`src/rtl/stream_demux.sv`:
```
// Packet-aware 1-to-N stream router with one registered stage per output.
// Define STREAM_DEMUX_DROP_EN to discard packets whose head ID is out of range.
module stream_demux #(
  parameter  int T_DATA_WIDTH = 8,
  parameter  int T_QOS__WIDTH = 4,
  parameter  int STREAM_COUNT = 2,
  localparam int T_ID___WIDTH = $clog2(STREAM_COUNT)
) (
  input  logic                    clk,
  input  logic                    rst_n,
  input  logic [T_DATA_WIDTH-1:0] s_data_i,
  input  logic [T_QOS__WIDTH-1:0] s_qos_i,
  input  logic [T_ID___WIDTH-1:0] s_id_i,
  input  logic                    s_last_i,
  input  logic                    s_valid_i,
  output logic                    s_ready_o,
  output logic [T_DATA_WIDTH-1:0] m_data_o  [STREAM_COUNT],
  output logic [T_QOS__WIDTH-1:0] m_qos_o   [STREAM_COUNT],
  output logic [STREAM_COUNT-1:0] m_last_o,
  output logic [STREAM_COUNT-1:0] m_valid_o,
  input  logic [STREAM_COUNT-1:0] m_ready_i,
  output logic [15:0]             drop_cnt_o
);

`ifdef STREAM_DEMUX_DROP_EN
  typedef enum logic [1:0] {IDLE, PKT, DROP} state_t;
`else
  typedef enum logic [1:0] {IDLE, PKT} state_t;
`endif

  localparam logic [T_ID___WIDTH-1:0] LAST_ID = T_ID___WIDTH'(STREAM_COUNT - 1);

  state_t                    state, state_next;
  logic [T_ID___WIDTH-1:0]   sel, sel_next;
  logic [T_ID___WIDTH-1:0]   route, head_dest;
  logic                      in_range, dest_free, routing, accept;
  logic [STREAM_COUNT-1:0]   load;

  always_comb begin
    in_range = 1'b0;
    for (int unsigned k = 0; k < STREAM_COUNT; k++)
      if (s_id_i == T_ID___WIDTH'(k)) in_range = 1'b1;
    head_dest = in_range ? s_id_i : LAST_ID;
    // A head beat is steered by the live ID; later beats by the latched sel.
    route = (state == IDLE) ? head_dest : sel;

    dest_free = 1'b0;
    for (int unsigned k = 0; k < STREAM_COUNT; k++)
      if (route == T_ID___WIDTH'(k)) dest_free = !m_valid_o[k] | m_ready_i[k];

    routing   = 1'b1;
    s_ready_o = dest_free;
`ifdef STREAM_DEMUX_DROP_EN
    if (state == DROP || (state == IDLE && !in_range)) begin
      routing   = 1'b0;
      s_ready_o = 1'b1;
    end
`endif
    accept = s_valid_i & s_ready_o;

    load = '0;
    for (int unsigned k = 0; k < STREAM_COUNT; k++)
      load[k] = accept & routing & (route == T_ID___WIDTH'(k));

    state_next = state;
    sel_next   = sel;
    if (accept) begin
      case (state)
        IDLE: begin
          sel_next = head_dest;
          if (!s_last_i) begin
`ifdef STREAM_DEMUX_DROP_EN
            state_next = routing ? PKT : DROP;
`else
            state_next = PKT;
`endif
          end
        end
        default: if (s_last_i) state_next = IDLE;
      endcase
    end
  end

  always_ff @(posedge clk or negedge rst_n) begin
    if (!rst_n) begin
      state <= IDLE;
      sel   <= '0;
    end else begin
      state <= state_next;
      sel   <= sel_next;
    end
  end

  always_ff @(posedge clk or negedge rst_n) begin
    if (!rst_n) begin
      m_valid_o <= '0;
      m_last_o  <= '0;
      for (int unsigned k = 0; k < STREAM_COUNT; k++) begin
        m_data_o[k] <= '0;
        m_qos_o[k]  <= '0;
      end
    end else begin
      for (int unsigned k = 0; k < STREAM_COUNT; k++) begin
        if (load[k]) begin
          m_data_o[k]  <= s_data_i;
          m_qos_o[k]   <= s_qos_i;
          m_last_o[k]  <= s_last_i;
          m_valid_o[k] <= 1'b1;
        end else if (m_ready_i[k]) begin
          m_valid_o[k] <= 1'b0;
        end
      end
    end
  end

`ifdef STREAM_DEMUX_DROP_EN
  always_ff @(posedge clk or negedge rst_n) begin
    if (!rst_n)
      drop_cnt_o <= '0;
    else if (accept && state == IDLE && !in_range && drop_cnt_o != '1)
      drop_cnt_o <= drop_cnt_o + 16'd1;
  end
`else
  assign drop_cnt_o = '0;
`endif

endmodule

```
`config.mk`:
```
export PLATFORM = sky130hd
export DESIGN_NAME = stream_demux
export DESIGN_NICKNAME = d
export VERILOG_FILES = /design/src/rtl/stream_demux.sv
export SDC_FILE = /design/constraint.sdc
export NUM_CORES = 1
export LEC_CHECK = 0
export CAP_MARGIN = 5
export CORE_MARGIN = 3
export CORE_UTILIZATION = 40
export DETAILED_ROUTE_END_ITERATION = 7
export GPL_ROUTABILITY_DRIVEN = 1
export GPL_TIMING_DRIVEN = 0
export PLACE_DENSITY = 0.79
export SETUP_SLACK_MARGIN = 0.3
export SLEW_MARGIN = 20
export SYNTH_ARGS = -nofsm -noshare
export SYNTH_HDL_FRONTEND = slang
export SYNTH_SLANG_ARGS = --single-unit
```
`constraint.sdc`:
```
create_clock -name clk -period 1.6 [get_ports clk]
set_input_delay 0.32 -clock clk [delete_from_list [all_inputs] [get_ports clk]]
set_output_delay 0.32 -clock clk [all_outputs]
set_load 0.05 [all_outputs]
```
==> impl_results.md <==
* Tot Pwr at 4.95 mW
* # rows at 20
* Top Family by Delay on Critical Path: buffers and inverters
* Most frequent cells in the layout: 28 x dfrtp_1, 25 x buf_4, 25 x clkbuf_4, 17 x clkdlybuf4s50_1, 16 x conb_1
* Min-delay worst type: input port to asynchronous set/reset pin
* First-pass GRT wire length at 4770 um
* CTS tree: yes
* Slowest cell on the critical path: dfrtp_1
* Post-route ant nets at 0
* Clk buf depth at 2
* Critical Path, Cell by Cell: mux2i_4, buf_4, buf_6, buf_6, nand3b_4, buf_12, buf_12, mux2_4
* MaxCap Viol Count at 0
* Worst endpoint data arrival time at 2.02 ns
* Worst setup path class: register to register
* Initial drt markers at 6
* Total leakage power at 1.08 nW
* Fin. max-slew vios at 0
* DRT Pass-1 Iters at 2
* Hold slack at 0.0244 ns
* PwrDens at 2340 nW/um2
* Failing checks: setup timing
* Core ar. at 3150 um2
* Flops & latches, synth at 30
* Worst-Skew Late Latency at 0.32 ns
* Endpoints failing setup at 29
* Vias per inst at 4.28
* Period utilization at 113%
* Ant. Diodes at 0
* RSZ-0062 raised after global routing: true
* Met1 Use GR at 15.9%
* DIE HEIGHT at 64.2 um
* Via count at 904
* Initial Util at 43.0%
* Final net count at 186
* Mapped Cells at 87
* Drt total wl at 2900 um
* Placer Congestion at 0.658
* Avg Cell Area, Syn at 15.6 um2
* Worst Max-Slew Pin Slew at 0.659 ns
* Slew HR at 56.1%
* Yosys warnings at 0
* GRT Overall Usage at 15.5%
* Synth Cell Area at 1360 um2
* I/O pin count at 64
* Global route hottest layer: met2
* Hold-fix buffers at CTS at 0
* Cell Area, Placed at 1950 um2
* Hold Fails Final Rpt at 0
* Number of global-route vias before repair at 1,038
* GR met2 Demand/Resource at 28.0%
* Register area share after synthesis at 55.4%
* Crit path time final at 1.82 ns
* CP Capture Type: register
* Layout cells sized above 1 at 58.7%
* Largest net degree at the start of global routing at 31
* I/O Buffers at 47
* DRC viols at 0
* Congestion Overflow GR at 0
* Max FO, Critical Path at 5
* Slowest stage delay, CP at 0.43 ns
* Initial antenna violation count at 0
* Critical Path RT at 1.80 ns
* Met3 Use GR at 7.21%
* Most common cell after layout, fill and taps aside: dfrtp_1
* CTS sink cnt at 30
* Setup Skew at 0.0128 ns
* Drt wl/cell at 13.7 um
* PnR worst setup slack at -0.215 ns
* Worst vdd ir at 1.35 mV
* Fmax at 551 MHz
* Synth cell types at 17
* TritonCTS Buffers at 5
* DPL Wire Length at 2140 um
* Nature of the critical path startpoint: register
* Status: complete, but fails checks
* Die W at 64.2 um
* Root Buffer: clkbuf_4
* Die area at 4130 um2
* Area growth syn-to-layout at 56.1%
* Design area at 2120 um2
* Crit path buffers/inverters at 5
* H-tree depth at 2
* Clock-pin slew on the worst setup and hold paths at 0.09 ns
==> layer usage <==
| metal | wire (um) | up-vias | part of all wire [%] |
|---|---|---|---|
| met5 | 0 | - | 0 |
| met4 | 26 | 0 | 0.90 |
| met3 | 264 | 3 | 9.1 |
| met2 | 1560 | 43 | 54 |
| met1 | 1050 | 433 | 36 |
| li1 | - | 425 | - |
==> kinds of logic (layout without fill, tap and decap cells) <==
group / count (synthesis) / in the layout / share of synthesized area, %
AO/OA/AOI/OAI: 3 / 3 / 1.85
buffers and inverters: 19 / 84 / 11.4
flip-flops: 30 / 30 / 55.4
multiplexers: 28 / 28 / 26.8
other: 1 / 16 / 0.276
AND/OR/NAND/NOR: 6 / 6 / 4.34
==> worst paths after layout <==
check / startpoint / end / slack (ns) / cells after the start
worst min-delay path: rst_n / m_valid_o[1] / 0.02 / 1
max in group asynchronous: rst_n / m_valid_o[0] / 1.11 / 1
worst max-delay path: state[0] / m_data_o[7] / -0.22 / 8
worst min register to register: m_qos_o[3] / m_qos_o[3] / 0.51 / 1
min in group clk: m_qos_o[3] / m_qos_o[3] / 0.51 / 1
worst max register to register: state[0] / m_data_o[7] / -0.22 / 8
==> power by group <==
group	internal [mW]	switching, mW
logic	1.29	1.90
clock network	0.165	0.228
registers	1.14	0.228
total	2.60	2.35
==> cells in the mapped netlist <==
| master | number | area share [%] |
|---|---|---|
| inv_1 | 1 | 0.28 |
| dfrtp_1 | 30 | 55 |
| conb_1 | 1 | 0.28 |
| mux2_2 | 15 | 12 |
| mux2i_2 | 1 | 1.0 |
| a31o_1 | 1 | 0.65 |
| buf_4 | 16 | 8.9 |
| a21boi_0 | 1 | 0.55 |
| buf_6 | 1 | 0.83 |
| nand2_1 | 2 | 0.55 |
| a21oi_2 | 1 | 0.65 |
| nand3_4 | 1 | 1.3 |
| nand2b_1 | 1 | 0.46 |
| mux2_4 | 12 | 13 |
| nand3b_4 | 1 | 1.5 |
| or2b_1 | 1 | 0.55 |
| buf_12 | 1 | 1.5 |
==> flip-flops by register name, summed over array words and instances, names as in the netlist <==
name       count
m_last_o       2
m_valid_o      2
sel            1
state          1
m_data_o      16
m_qos_o        8
==> area by class of cell <==
type,count,area [um2]
fillers,263,1040
flip-flops and latches,30,753
repair buffers,58,574
multi-input cells,53,531
plain buffers,18,155
well taps,44,55.1
clock buffers,7,45.0
inverters,1,3.75
==> worst reg2reg max path, cell delays in order (launching register included) <==
cell and delay, ns:
dfrtp_1 0.43, mux2i_4 0.21, buf_4 0.14, buf_6 0.10
buf_6 0.11, nand3b_4 0.16, buf_12 0.14, buf_12 0.13
mux2_4 0.29
==> what timing repair did <==
item / CTS / global route
buffers inserted: 8 / 1
pin swaps: 0 / 0
endpoints found under the setup margin: 58 / 57
gates cloned: 2 / 0
resized for setup: 157 / 33
==> through the flow <==
stage / setup TNS (ns) / utilization (%) / setup WS, ns / instances
floorplan: 0 / - / 0.101 / 102
global placement: -11.78 / 61.9 / -0.742 / 193
detailed placement: -4.75 / 61.8 / -0.738 / 193
CTS: -3.57 / 65.0 / -0.213 / 210
global route: -5.63 / 67.1 / -0.266 / 211
finish: -3.77 / 67.1 / -0.215 / 211
Note: power is estimated with default switching activity, not from simulation.
